`src/rtl/chrono_pkg.sv`:
```
// chrono_pkg: shared state encodings, mode values and clamp helper for chrono_timer
package chrono_pkg;
  typedef enum logic [1:0] {
    ST_IDLE    = 2'd0,
    ST_RUN     = 2'd1,
    ST_PAUSED  = 2'd2,
    ST_EXPIRED = 2'd3
  } state_t;
  localparam logic [5:0] SEC_MAX = 6'd59;
  localparam logic MODE_UP = 1'b0;
  localparam logic MODE_DOWN = 1'b1;
  function automatic logic [5:0] clamp_sec(input logic [5:0] s);
    return s > SEC_MAX ? SEC_MAX : s;
  endfunction
endpackage

```
`src/rtl/tick_prescaler.sv`:
```
// tick_prescaler: divides clk down to a one-cycle tick every TICKS_PER_SEC enabled cycles
module tick_prescaler #(
  parameter int TICKS_PER_SEC = 100_000_000
) (
  input  logic clk,
  input  logic rst_n,
  input  logic en,
  input  logic clr,
  output logic tick
);
  localparam int CW = $clog2(TICKS_PER_SEC + 1);
  localparam logic [CW-1:0] LAST = CW'(TICKS_PER_SEC - 1);
  logic [CW-1:0] r_cnt;
  assign tick = en && r_cnt == LAST;
  always_ff @(posedge clk) begin
    if (!rst_n || clr) r_cnt <= '0;
    else if (en) r_cnt <= tick ? '0 : r_cnt + CW'(1);
  end
endmodule

```
`src/rtl/chrono_timer.sv`:
```
// chrono_timer: mm:ss up/down timer with preload, pause, expiry pulse and lap capture.
// Lap capture is built only when CHRONO_LAP_EN is defined; otherwise lap outputs read 0.
module chrono_timer
  import chrono_pkg::*;
#(
  parameter int TICKS_PER_SEC = 100_000_000,
  parameter int MIN_W = 7,
  parameter int MAX_MIN = 99
) (
  input  logic             clk,
  input  logic             rst_n,
  input  logic             start,
  input  logic             stop,
  input  logic             reset,
  input  logic             mode,
  input  logic             load,
  input  logic [MIN_W-1:0] load_min,
  input  logic [5:0]       load_sec,
  input  logic             lap,
  output logic [MIN_W-1:0] minutes,
  output logic [5:0]       seconds,
  output logic [MIN_W-1:0] lap_min,
  output logic [5:0]       lap_sec,
  output logic             lap_valid,
  output logic             done,
  output logic [1:0]       current_state
);
  localparam logic [MIN_W-1:0] MIN_TOP = MIN_W'(MAX_MIN);
  state_t r_state;
  logic r_mode, r_done;
  logic [MIN_W-1:0] r_min;
  logic [5:0] r_sec;
  logic w_tick, w_load_ok, w_clr, w_zero, w_top, w_hold, w_expire, w_start_ok;
  logic [MIN_W-1:0] w_nxt_min, w_ld_min;
  logic [5:0] w_nxt_sec;
  assign w_load_ok = load && (r_state == ST_IDLE || r_state == ST_PAUSED);
  assign w_clr = reset || w_load_ok || r_state == ST_IDLE || r_state == ST_EXPIRED;
  assign w_zero = r_min == '0 && r_sec == 6'd0;
  assign w_top = r_min == MIN_TOP && r_sec == SEC_MAX;
  // A down run resumed at 0:00 expires on its first tick instead of wrapping
  assign w_hold = r_mode == MODE_UP ? w_top : w_zero;
  assign w_expire = w_hold || (r_mode == MODE_DOWN && r_min == '0 && r_sec == 6'd1);
  assign w_start_ok = start && !stop &&
    (r_state == ST_PAUSED || (r_state == ST_IDLE && !(mode == MODE_DOWN && w_zero)));
  assign w_nxt_sec = w_hold ? r_sec :
    r_mode == MODE_UP ? (r_sec == SEC_MAX ? 6'd0 : r_sec + 6'd1) :
    (r_sec == 6'd0 ? SEC_MAX : r_sec - 6'd1);
  assign w_nxt_min = w_hold ? r_min :
    r_mode == MODE_UP ? (r_sec == SEC_MAX ? r_min + MIN_W'(1) : r_min) :
    (r_sec == 6'd0 ? r_min - MIN_W'(1) : r_min);
  assign w_ld_min = load_min > MIN_TOP ? MIN_TOP : load_min;
  tick_prescaler #(.TICKS_PER_SEC(TICKS_PER_SEC)) u_presc (
    .clk  (clk),
    .rst_n(rst_n),
    .en   (r_state == ST_RUN),
    .clr  (w_clr),
    .tick (w_tick)
  );
  always_ff @(posedge clk) begin
    if (!rst_n || reset) begin
      r_state <= ST_IDLE;
      r_mode <= MODE_UP;
      r_done <= 1'b0;
      r_min <= '0;
      r_sec <= 6'd0;
    end else begin
      r_done <= 1'b0;
      if (w_load_ok) begin
        r_min <= w_ld_min;
        r_sec <= clamp_sec(load_sec);
      end else if (r_state == ST_RUN) begin
        if (w_tick) begin
          r_min <= w_nxt_min;
          r_sec <= w_nxt_sec;
          r_done <= w_expire;
        end
        if (w_tick && w_expire) r_state <= ST_EXPIRED;
        else if (stop) r_state <= ST_PAUSED;
      end else if (w_start_ok) begin
        r_state <= ST_RUN;
        if (r_state == ST_IDLE) r_mode <= mode;
      end
    end
  end
  assign minutes = r_min;
  assign seconds = r_sec;
  assign done = r_done;
  assign current_state = r_state;
`ifdef CHRONO_LAP_EN
  logic [MIN_W-1:0] r_lap_min;
  logic [5:0] r_lap_sec;
  logic r_lap_valid;
  always_ff @(posedge clk) begin
    if (!rst_n || reset) begin
      r_lap_min <= '0;
      r_lap_sec <= 6'd0;
      r_lap_valid <= 1'b0;
    end else if (lap && (r_state == ST_RUN || r_state == ST_PAUSED)) begin
      r_lap_min <= r_min;
      r_lap_sec <= r_sec;
      r_lap_valid <= 1'b1;
    end
  end
  assign lap_min = r_lap_min;
  assign lap_sec = r_lap_sec;
  assign lap_valid = r_lap_valid;
`else
  logic w_unused;
  assign w_unused = lap;
  assign lap_min = '0;
  assign lap_sec = 6'd0;
  assign lap_valid = 1'b0;
`endif
endmodule

```
`config.mk`:
```
export PLATFORM = sky130hd
export DESIGN_NAME = chrono_timer
export DESIGN_NICKNAME = d
export VERILOG_FILES = /design/src/rtl/chrono_pkg.sv /design/src/rtl/tick_prescaler.sv /design/src/rtl/chrono_timer.sv
export SDC_FILE = /design/constraint.sdc
export NUM_CORES = 1
export LEC_CHECK = 0
export BUFFER_PORTS_ARGS = -buffer_cell sky130_fd_sc_hd__buf_2
export CAP_MARGIN = 20
export CORE_ASPECT_RATIO = 1.2
export CORE_MARGIN = 2
export CORE_UTILIZATION = 55
export CTS_BUF_LIST = sky130_fd_sc_hd__clkbuf_4
export DETAILED_ROUTE_END_ITERATION = 10
export PLACE_DENSITY = 0.79
export SYNTH_ARGS = -nofsm -noshare
export SYNTH_HDL_FRONTEND = slang
export SYNTH_SLANG_ARGS = --single-unit
```
`constraint.sdc`:
```
create_clock -name clk -period 6.75 [get_ports clk]
set_input_delay 0.675 -clock clk [delete_from_list [all_inputs] [get_ports clk]]
set_output_delay 0.675 -clock clk [all_outputs]
set_load 0.02 [all_outputs]
```
**Word-level counts from Yosys, hierarchy flattened**

Cells that the tools add are included.

- $add $sub $neg: 5
- $lt $le $gt $ge: 2
- Equality and inequality tests: 10
- Mux-type cells: 22
- Bitwise logic cells: 3
- Reductions and logical operators: 34

Operators by type and width:

| cell | number |
|---|---|
| $mux 7 | 8 |
| $mux 6 | 8 |
| $add 27x1->27 const B | 1 |
| $eq 27x27->1 const B | 1 |
| $mux 27 | 1 |
| $logic_and 1x1->1 | 11 |
| $logic_or 1x1->1 | 8 |
| $mux 2 | 4 |
| $add 7x1->7 const B | 1 |
| $eq 7x7->1 const B | 1 |
| $gt 7x7->1 const B | 1 |
| $logic_not 7->1 | 1 |
| $sub 7x1->7 const B | 1 |
| $add 6x1->6 const B | 1 |
| $eq 6x1->1 const B | 1 |
| $eq 6x6->1 const B | 1 |
| $gt 6x6->1 const B | 1 |
| $logic_not 6->1 | 1 |
| $reduce_and 3->1 | 2 |
| $reduce_bool 2->1 | 3 |
| $sub 6x1->6 const B | 1 |
| $reduce_and 5->1 | 1 |
| $eq 2x2->1 const B | 2 |
| $reduce_and 4->1 | 1 |
| 10 further kinds | 14 |

- Flip-flop bits (word level): 44
- Output and inout port bits: 30

**Depth between registers and ports, before layout**

- Depth after elaboration: 9
- Gate-level depth with buffers: 9
- Gate-level depth less buffers: 8

**By module**

From an unflattened synthesis, not the netlist that was laid out.

- Cells, all modules: 371
- Area, all modules: 3101.7 um^2

By module, submodules not included:

| module | times used | cells each | area an instance (um^2) |
|---|---|---|---|
| chrono_timer | 1 | 215 | 1667.8 |
| tick_prescaler | 1 | 156 | 1433.9 |

**Worst setup path after synthesis**

OpenSTA, ideal clock, no wires.

- Path type: register to register
- Start point: register r_sec[0], in the netlist seconds[0]
- End point: register r_sec[3], in the netlist seconds[3]
- Library setup time: 0.074 ns
- Arrival time: 2.287 ns
- Data required time: 6.676 ns
- Setup slack: 4.389 ns
- Cell stages (with the launch flop): 9
- Path buffers: 0
- Period minus slack after synthesis: 2.361 ns
- Cells stage by stage: dfxtp_1 inv_1 ha_1 nand3b_1 nor3_1 o21bai_1 nand2_1 or4_1 a31oi_1

- Cells in the longest elaborated chain, start to end: 7

Ends and longest elaborated chain:

| item | RTL line | RTL |
|---|---|---|
| start, declared | chrono_timer.sv:32 | `logic [5:0] r_sec;` |
| start signal, assigned | chrono_timer.sv:70 | `r_sec <= clamp_sec(load_sec);` |
| start signal, assigned | chrono_timer.sv:74 | `r_sec <= w_nxt_sec;` |
| $add 6x1->6, or another cell as far along | chrono_timer.sv:46 | `r_mode == MODE_UP ? (r_sec == SEC_MAX ? 6'd0 : r_sec + 6'd1) :` |
| $mux 6 (on tied branches) | chrono_timer.sv:46, chrono_timer.sv:47 |  |
| $mux 6 | chrono_timer.sv:46 |  |
| $mux 6 | chrono_timer.sv:45 | `assign w_nxt_sec = w_hold ? r_sec :` |
| $mux 6 | chrono_timer.sv:72 | `if (w_tick) begin` |
| $mux 6 | chrono_timer.sv:71 | `end else if (r_state == ST_RUN) begin` |
| $mux 6 | chrono_timer.sv:68 | `if (w_load_ok) begin` |

Parallel ways exist; a longest one is shown, timed or not. The select of a mux whose other input is x is not followed.
A chain may end at the register's enable or synchronous reset.

**Worst setup path in the final report**

- Start point: register r_mode
- End point: register r_sec[3], in the netlist seconds[3]

- Cells in the longest elaborated chain, start to end: 5

Ends and longest elaborated chain:

| item | RTL line | RTL |
|---|---|---|
| start, declared | chrono_timer.sv:30 | `logic r_mode, r_done;` |
| start signal, assigned | chrono_timer.sv:81 | `if (r_state == ST_IDLE) r_mode <= mode;` |
| $mux 6 | chrono_timer.sv:46 |  |
| $mux 6 | chrono_timer.sv:45 |  |
| $mux 6 | chrono_timer.sv:72 |  |
| $mux 6 | chrono_timer.sv:71 |  |
| $mux 6 | chrono_timer.sv:68 |  |

Parallel ways exist; a longest one is shown, timed or not. The select of a mux whose other input is x is not followed.

==> flow_summary_export.csv <==
group,metric,value,unit
outcome,status,"finished clean",
power,power,497.6,uW
finish,fin_util,0.6105,
placed_design,gp_congestion,0.8386,
finish,final_layout_size_suffix_gt1_frac,0.1263,
finish,num-fill-cells,454,
clock_tree,clk_path_buf_depth,2,
grt,grt_overflow_total,0,
die,die_area,0.005637,sq mm
timing,setup-tns-final,0,ns
routing,via_count,2585,
yosys,synthArstFlopShare,0,
clock_tree,clkSlewWorstSetupHoldPaths,0.14,ns
die,io_pins,51,
routing,wl,6.149,mm
grt,grt_usage,0.2404,
routing,drtPass1Iterations,4,
power,switching_share,0.2728,
timing,period_share,0.4245,
placed_design,dpl.hpwl,4.568,mm
critical_path,r2r_slack,3.88,ns
yosys,synth_seq_cells,44,
yosys,synth_warnings,0,
critical_path,end_kind,"flip-flop",
clock_tree,cts_resized,0,
clock_tree,clock_latency,0.37,ns
power,switchingPower,135.7,uW
power,p_comb_frac,0.117,
critical_path,start_kind,"flip-flop",
finish,diodes,0,
power,power_frac_seq,0.542,
critical_path,path_class,"flip-flop to flip-flop",
timing,fin_crit,2.866,ns
timing,layout_setup_ws,3.884,ns
die,row_count,28,
finish,final_nets,411,
routing,drt_iter0_drc,198,
grt,grt_max_degree,25,
clock_tree,cts_root_buf,"clkbuf_4",
run,cap_viol_max_count,0,
placed_design,dpl_worst_slack,4.038,ns
timing,holdWs,0.5192,ns
yosys,synth_edf_count,0,
timing,hold_viol,0,
power,internal-power,361.9,uW
yosys,synth_area_per_cell,7.914,sq um
clock_tree,cts_setup_buffers,0,
grt,grt_first_pass_wirelength,10.39,mm
timing,setup_violations,0,
clock_tree,cts_tree,"yes",
routing,wire_per_inst,13.98,microns
critical_path,path_max_fanout,18,
routing,drtAntennaViolNets,0,
clock_tree,numCtsBuffers,5,
clock_tree,htree_levels,2,
yosys,synth_ff_type,"dfxtp_1",
power,p_leak,1.171,nW
yosys,syn-cell-area,0.002778,sq mm
power,pwr-share-clk,0.340,
timing,fin_skew,0.009674,ns
die,die_h,81.85,microns
timing,timing.fmax,349.0,MHz
yosys,synth_cells,351,
finish,multi_input_area,0.001730,sq mm
die,die_w,68.88,microns
finish,syn2layout_area_growth,7.793,%
timing,relSlewSlack,0.3844,
hold_path,min_path_type,"flip-flop to flip-flop",
timing,slew_viol_final,0,
placed_design,io_buffers,35,
power,powerDensity,166.2,mW/mm^2
finish,regArea,880.8,sq um
critical_path,critPathArrivalTime,3.16,ns
grt,antenna_found_initial,0,
die,core_area,0.004905,sq mm
yosys,synth_cell_types,57,
grt,grt_pass1_vias,2349,
clock_tree,cts_hold_buf,0,
power,vdd_ir_drop_max,0.09974,mV
clock_tree,clock-sinks,44,
routing,drc,0,
yosys,seq_area_frac_synth,0.3171,
critical_path,required,7.05,ns
timing,worstMarginPinSlew,0.9235,ns
timing,grt_setup_unrepaired,"no",
routing,vias_per_cell,5.875,
die,start_util,0.5663,
routing by layer:
metal / global-route usage / wire, microns / up-vias
li1: - / - / 1272
met1: 0.2947 / 2704 / 1226
met2: 0.4163 / 3046 / 74
met3: 0.03699 / 268 / 13
met4: 0.09216 / 129 / 0
met5: 0 / 0 / -
cells in the mapped netlist, drive strengths merged, types with 2 or more instances:
| cell type | number | share of area |
|---|---|---|
| a211oi | 8 | 0.022 |
| a21o | 2 | 0.0054 |
| a21oi | 16 | 0.029 |
| a311oi | 2 | 0.0063 |
| a31o | 2 | 0.0063 |
| a31oi | 5 | 0.011 |
| a32oi | 2 | 0.0063 |
| and3 | 4 | 0.0090 |
| buf | 23 | 0.055 |
| clkbuf | 5 | 0.0068 |
| dfxtp | 44 | 0.32 |
| ha | 10 | 0.045 |
| inv | 12 | 0.016 |
| mux2i | 2 | 0.0072 |
| nand2 | 28 | 0.038 |
| nand2b | 8 | 0.018 |
| nand3 | 13 | 0.025 |
| nand4 | 7 | 0.021 |
| nand4b | 2 | 0.0063 |
| nor2 | 52 | 0.070 |
| nor2b | 5 | 0.011 |
| nor3 | 14 | 0.025 |
| nor3b | 2 | 0.0054 |
| nor4 | 5 | 0.017 |
| o21a | 3 | 0.0081 |
| o21ai | 12 | 0.022 |
| o21bai | 2 | 0.0054 |
| o22ai | 5 | 0.011 |
| o311ai | 2 | 0.0063 |
| or3 | 3 | 0.0068 |
| or4 | 4 | 0.011 |
| xnor2 | 12 | 0.038 |
| xor2 | 18 | 0.057 |
metrics by stage:
step	area, sq um	std cells
after floorplan	2826	364
after detailed placement	2914	432
final	2994	440
after global routing	2994	440
after CTS	2994	440
after global placement	2914	432
placed cells by master, fill, tap and decap left out, types with 3 or more instances in the layout:
cell      Yosys  routed
inv_1        12      12
or3_1         3       3
nand2b_1      8       8
nor2b_1       5       5
xnor2_1      12      12
o21ai_0      10      10
conb_1        1      14
dfxtp_1      44      44
xor2_1       18      18
o21a_1        3       3
o22ai_1       5       5
nand2_1      28      28
nand3_1      12      12
nor3_1       14      14
a31oi_1       5       5
nor2_1       52      52
or4_1         4       4
ha_1         10      10
a21oi_1      16      16
nand4_1       6       6
and3_1        4       4
a211oi_1      8       8
buf_2         7      35
nor4_1        4       4
clkbuf_4      0       5
flip-flops by register name (all words and copies together), names as in the netlist:
signal and cells:
current_state 2, done 1, minutes 7, r_mode 1, seconds 6, u_presc.r_cnt 27
layout make-up:
cell class	instances	area share
Sequential cell	44	0.2942
Clock buffer	5	0.01254
Tap cell	60	0.02507
Clock inverter	3	0.01421
Timing Repair Buffer	36	0.06101
Multi-Input combinational cell	280	0.5779
Inverter	12	0.01504
path summary, 6_finish.rpt:
| check | start | to | depth (start not counted) |
|---|---|---|---|
| max | r_mode | seconds[3] | 6 |
| min reg2reg | u_presc.r_cnt[15] | u_presc.r_cnt[15] | 2 |
| max reg2reg | r_mode | seconds[3] | 6 |
| min | u_presc.r_cnt[15] | u_presc.r_cnt[15] | 2 |
cells by family after synthesis:
kind of cell               after synthesis  synth area share
and+or+nand+nor                        153            0.2824
AOI/OAI and AO/OA                       70            0.1676
DFF                                     44            0.3171
buffers and inverters                   40           0.07748
xor gates and xnor gates                30           0.09459
adders and majority gates               11           0.05225
muxes                                    2          0.007207
other                                    1          0.001350
power groups by stage:
stage | Sequential, mW | Combinational [mW] | Clock [mW]
2_1_floorplan | 0.276 | 0.0463 | 0
3_3_place_gp | 0.275 | 0.0570 | 0
3_5_place_dp | 0.275 | 0.0580 | 0
4_1_cts | 0.270 | 0.0583 | 0.172
5_1_grt | 0.271 | 0.0655 | 0.179
6_report | 0.270 | 0.0585 | 0.169
worst max-delay path, cell delays in order, from the launching register on:
cell and delay (ns):
dfxtp_1 0.78, nand2b_1 0.33, nor3_1 0.10, o21bai_1 0.56, nand2_1 0.26, or4_1 0.58, a31oi_1 0.18
Power figures use the tool's default switching activity.
